<file path="src/rtl/xorframe_pack.sv">
// xorframe_pack: store-and-forward framer for the running-XOR executor.
// Collects a valid/ready/last burst into a local buffer, then emits a length
// byte followed by the buffered payload into the executor's input FIFO.
// Frames are force-closed at MAXLEN bytes, which pulses ovf_err.
// Optional: define XORFRAME_FRAMECNT_EN to add the 8-bit frame_cnt port and
// counter of completed frames.
module xorframe_pack #(
  parameter int unsigned DWIDTH = 8,
  parameter int unsigned MAXLEN = 15
) (
  input  logic              clk,
  input  logic              rst,
  input  logic              in_valid,
  output logic              in_ready,
  input  logic [DWIDTH-1:0] in_data,
  input  logic              in_last,
  output logic              ofifo_push,
  input  logic              ofifo_not_full,
  output logic [DWIDTH-1:0] ofifo_data,
  output logic              ovf_err
`ifdef XORFRAME_FRAMECNT_EN
  ,
  output logic [7:0]        frame_cnt
`endif
);

  // Wide enough to hold the byte count MAXLEN itself.
  localparam int unsigned CW = $clog2(MAXLEN + 1);

  typedef enum logic [1:0] {
    S_FILL,
    S_LEN,
    S_DATA
  } state_t;

  state_t            state_q, state_d;
  logic [CW-1:0]     cnt_q, cnt_d;
  logic [CW-1:0]     rd_ptr_q, rd_ptr_d;
  logic              ovf_q, ovf_d;
  logic              wr_en;
  logic [DWIDTH-1:0] mem_q [MAXLEN];
  logic              at_max;
  logic              last_rd;

`ifdef XORFRAME_FRAMECNT_EN
  logic [7:0]        fcnt_q, fcnt_d;
  assign frame_cnt = fcnt_q;
`endif

  assign ovf_err = ovf_q;
  // The byte being accepted now fills the buffer.
  assign at_max  = (cnt_q == CW'(MAXLEN - 1));
  // The payload byte at rd_ptr is the final one of the frame.
  assign last_rd = (rd_ptr_q == (cnt_q - CW'(1)));

  // Next-state, counters and all combinational handshake/data outputs.
  always_comb begin
    state_d    = state_q;
    cnt_d      = cnt_q;
    rd_ptr_d   = rd_ptr_q;
    ovf_d      = 1'b0;
    wr_en      = 1'b0;
    in_ready   = 1'b0;
    ofifo_push = 1'b0;
    ofifo_data = '0;
`ifdef XORFRAME_FRAMECNT_EN
    fcnt_d     = fcnt_q;
`endif
    unique case (state_q)
      S_FILL: begin
        in_ready = ~rst;
        if (in_valid) begin
          wr_en = 1'b1;
          cnt_d = cnt_q + CW'(1);
          if (in_last || at_max) begin
            state_d = S_LEN;
            ovf_d   = at_max & ~in_last;
          end
        end
      end
      S_LEN: begin
        ofifo_data = DWIDTH'(cnt_q);
        ofifo_push = ofifo_not_full & ~rst;
        if (ofifo_push) begin
          rd_ptr_d = '0;
          state_d  = S_DATA;
        end
      end
      S_DATA: begin
        ofifo_data = mem_q[rd_ptr_q];
        ofifo_push = ofifo_not_full & ~rst;
        if (ofifo_push) begin
          if (last_rd) begin
            cnt_d   = '0;
            state_d = S_FILL;
`ifdef XORFRAME_FRAMECNT_EN
            fcnt_d  = fcnt_q + 8'd1;
`endif
          end else begin
            rd_ptr_d = rd_ptr_q + CW'(1);
          end
        end
      end
      default: state_d = S_FILL;
    endcase
    if (rst) begin
      ofifo_data = '0;
    end
  end

  // State and control registers; synchronous reset discards any buffered frame.
  always_ff @(posedge clk) begin
    if (rst) begin
      state_q  <= S_FILL;
      cnt_q    <= '0;
      rd_ptr_q <= '0;
      ovf_q    <= 1'b0;
`ifdef XORFRAME_FRAMECNT_EN
      fcnt_q   <= '0;
`endif
    end else begin
      state_q  <= state_d;
      cnt_q    <= cnt_d;
      rd_ptr_q <= rd_ptr_d;
      ovf_q    <= ovf_d;
`ifdef XORFRAME_FRAMECNT_EN
      fcnt_q   <= fcnt_d;
`endif
    end
  end

  // Payload buffer; written only while filling, so no reset is needed.
  always_ff @(posedge clk) begin
    if (wr_en) begin
      mem_q[cnt_q] <= in_data;
    end
  end

endmodule
</file>
<file path="config.mk">
export PLATFORM = sky130hd
export DESIGN_NAME = xorframe_pack
export DESIGN_NICKNAME = d
export VERILOG_FILES = /design/src/rtl/xorframe_pack.sv
export SDC_FILE = /design/constraint.sdc
export NUM_CORES = 1
export LEC_CHECK = 0
export ABC_AREA = 0
export BUFFER_PORTS_ARGS = -buffer_cell sky130_fd_sc_hd__buf_2
export CAP_MARGIN = 20
export CORE_UTILIZATION = 40
export CTS_BUF_LIST = sky130_fd_sc_hd__clkbuf_8
export DETAILED_ROUTE_END_ITERATION = 10
export MAX_ROUTING_LAYER = met4
export SLEW_MARGIN = 10
export SYNTH_ARGS = -nofsm -noshare
export SYNTH_HDL_FRONTEND = slang
export SYNTH_SLANG_ARGS = --single-unit
</file>
<file path="constraint.sdc">
create_clock -name clk -period 6.3 [get_ports clk]
set_clock_uncertainty 0.1 [all_clocks]
set_input_delay 0.315 -clock clk [delete_from_list [all_inputs] [get_ports clk]]
set_output_delay 0.315 -clock clk [all_outputs]
set_load 0.02 [all_outputs]
</file>
==> reports/metrics.yaml <==
fin_cells: 526
hold_depth: 2
routedWlPerCell_um: 20.59
cp_max_fo: 32
initial_core_util_pct: 41.58
critical_path.startpoint_type: "flip-flop"
synth-seq-area-share_pct: 69.78
crit_chain: "buf_4, mux4_1, mux4_2, a32o_1, buf_2"
syn_to_final_growth_pct: 10.98
drv_slew: 0
syn-cell-area_um2: 5594
critPathKind: "reg -> out"
setup_tns_ns: 0
slowest_stage: "mux4_1"
slew_headroom_pct: 58.91
syn_inst: 306
max_stage_delay_ns: 0.63
final_cell_mix: "120 x edfxtp_1, 26 x mux4_2, 23 x buf_2, 17 x clkbuf_8, 15 x nand2_1"
tritoncts: "yes"
ir_worst_vdd_mv: 0.1142
cts_resized: 0
diodes: 0
cp.required_ns: 5.88
seq_area_um2: 3905
final_nets: 359
drtAntennaViolNets: 0
final_common_cell: "edfxtp_1"
p_per_area_nw_per_um2: 305.6
crit_path_end: "ofifo_data[2]"
drt_iter0_markers: 227
antenna_found_initial: 0
die_area_um2: 14460
wl_mm: 10.83
grt_pass1_wl_mm: 16.44
drtPass1Iterations: 4
p_leak_nw: 1.998
clk_latency_ns: 0.44
yosysWarnings: 0
cts_sinks: 135
drc: 0
rsz0062_at_grt: "false"
timing.rr.end: "cnt_q[0]$_SDFFE_PP0P_"
grt_start_max_net_pins: 41
worst-slew-pin-transition_ns: 0.6008
synth_compound_area_share_pct: 3.914
core_region_area_um2: 13450
post-dp-hpwl_mm: 6.946
synth.area.mux_share_pct: 15.48
synth_top_family_by_area: "multiplexers"
rr_worst_depth: 7
io_pins: 24
cp_data_arrival_time_ns: 2.82
hold_path.class: "in -> reg"
ys_types: 41
viasPerCell: 5.386
status: "finished clean"
numCtsBuffers: 17
cts-root-buf: "clkbuf_8"
num_vias: 2833
ys_ff_latch: 135
place_inst: 493
gp_congestion: 0.8021
fin_crit_sh_pct: 51.39
finalHoldViolCount: 0
clk_pin_slew_ns: 0.08
htree_levels: 4
setup_viol: 0
synth_nets: 328
period_needed_ns: 3.238
timing.rr.start: "cnt_q[0]$_SDFFE_PP0P_"
cap_viol_max_count: 0
grt_overflow_total: 0
crit_path_end_kind: "output port"
rows: 42
die-width_um: 120.3
fillCellCount: 1163
grt_use_total_pct: 16.76
synth-simple-area-share_pct: 5.949
post_route_cells_drive_above_1_share_pct: 22.57
io_buffers: 23
syn_area_per_cell_um2: 18.28
die_h_um: 120.3
synthAdderAreaFrac_pct: 2.013
r2r_slack_ns: 3.73
grt_pass1_vias: 2734
multi_input_area_um2: 1588
synthXorXnorAreaFrac_pct: 1.029
clock_path_buffers: 2
fmax_ghz: 0.3089
==> worst max-delay path, delay by kind of cell (launching register included) <==
| family | cells | cell delay [ns] |
|---|---|---|
| DFF | 1 | 0.32 |
| AOI/OAI and AO/OA | 1 | 0.27 |
| buffers and inverters | 2 | 0.64 |
| muxes | 2 | 1.12 |
==> power breakdown <==
| part | total (W) | internal, W | switching (W) |
|---|---|---|---|
| clock network | 0.000606 | 0.000297 | 0.000308 |
| logic | 0.000253 | 0.000106 | 0.000147 |
| registers | 0.00104 | 0.00102 | 0.0000223 |
==> worst min-delay path by stage <==
stage                     slack, ns                    start                       to
after floorplan                0.29                  in_last       ovf_err$_SDFF_PP0_
after global placement         0.37  state_q[1]$_SDFFE_PP0P_  state_q[1]$_SDFFE_PP0P_
after detailed placement       0.39  state_q[1]$_SDFFE_PP0P_  state_q[1]$_SDFFE_PP0P_
after CTS                      0.08                      rst       ovf_err$_SDFF_PP0_
after global routing           0.10                      rst       ovf_err$_SDFF_PP0_
final                          0.11                      rst       ovf_err$_SDFF_PP0_
==> synthesized netlist by cell type <==
library cell	n	area share, %
mux2i_1	10	1.8
o21ai_0	12	1.1
a21boi_1	1	0.13
mux4_2	26	10
ha_1	9	2.0
and3_1	5	0.56
edfxtp_1	120	64
a2111oi_0	1	0.16
a21oi_1	4	0.36
nor4b_1	1	0.16
clkbuf_1	6	0.40
o221a_2	1	0.20
or4_1	1	0.13
a32o_1	5	0.89
xnor2_1	2	0.31
and4_1	1	0.16
and2_1	13	1.5
nand2_1	15	1.0
o31ai_1	1	0.13
or3_1	1	0.11
nand2b_1	2	0.22
dfxtp_1	15	5.4
nor3b_1	3	0.40
inv_1	6	0.40
mux4_1	6	2.8
nand3_1	3	0.27
a2bb2oi_1	1	0.16
nor3_1	6	0.54
xor2_1	2	0.31
o2111ai_1	1	0.16
buf_6	1	0.20
buf_1	3	0.20
xnor3_1	1	0.40
buf_2	3	0.27
nor2_1	4	0.27
nor2b_1	6	0.67
mux2_2	2	0.40
a31oi_1	2	0.22
buf_12	1	0.36
a22o_1	1	0.16
o211ai_1	2	0.27
==> logic make-up after synthesis <==
group                      Yosys count
DFF                                135
and+or+nand+nor                     61
muxes                               44
AOI/OAI and AO/OA                   32
buffers and inverters               20
adders and majority gates            9
xor gates and xnor gates             5
==> per-layer routing <==
layer / GRT usage (%) / part of all wire (%) / up-vias
met5: - / 0 / -
met4: 6.713 / 1.6 / 0
met3: 4.387 / 4.8 / 14
met2: 24.10 / 47 / 75
met1: 22.80 / 46 / 1446
li1: - / - / 1298
==> stage by stage <==
step	cell area, µm²	util, %	setup WS (ns)	hold WS (ns)	total power, W
after floorplan	5594	-	4.015	0.2908	0.001234
after global placement	5866	43.60	3.498	0.3686	0.001307
after detailed placement	5866	43.60	3.488	0.3861	0.001309
after CTS	6208	46.15	2.999	0.07779	0.001912
after global routing	6208	46.15	2.932	0.1016	0.001978
final	6208	46.15	3.062	0.1101	0.001898
==> registers in the layout, summed over array words and instances (netlist names), named ones only <==
register	cells
mem_q	120
ovf_err	1
cnt_q	4
state_q	2
rd_ptr_q	4
==> repair_timing <==
item                       CTS  global route
buffers inserted             0             0
hold endpoints to repair     1             0
setup endpoints to repair    0             0
hold buffers                 1             0
==> layout make-up <==
cell class	instances	share of cell area, %
Sequential cell	135	62.90
Tap cell	176	3.547
Inverter	6	0.3628
Multi-Input combinational cell	151	25.57
Clock inverter	15	1.592
Clock buffer	17	3.769
Timing Repair Buffer	26	2.257
No activity file was read; power rests on OpenSTA's default activity.
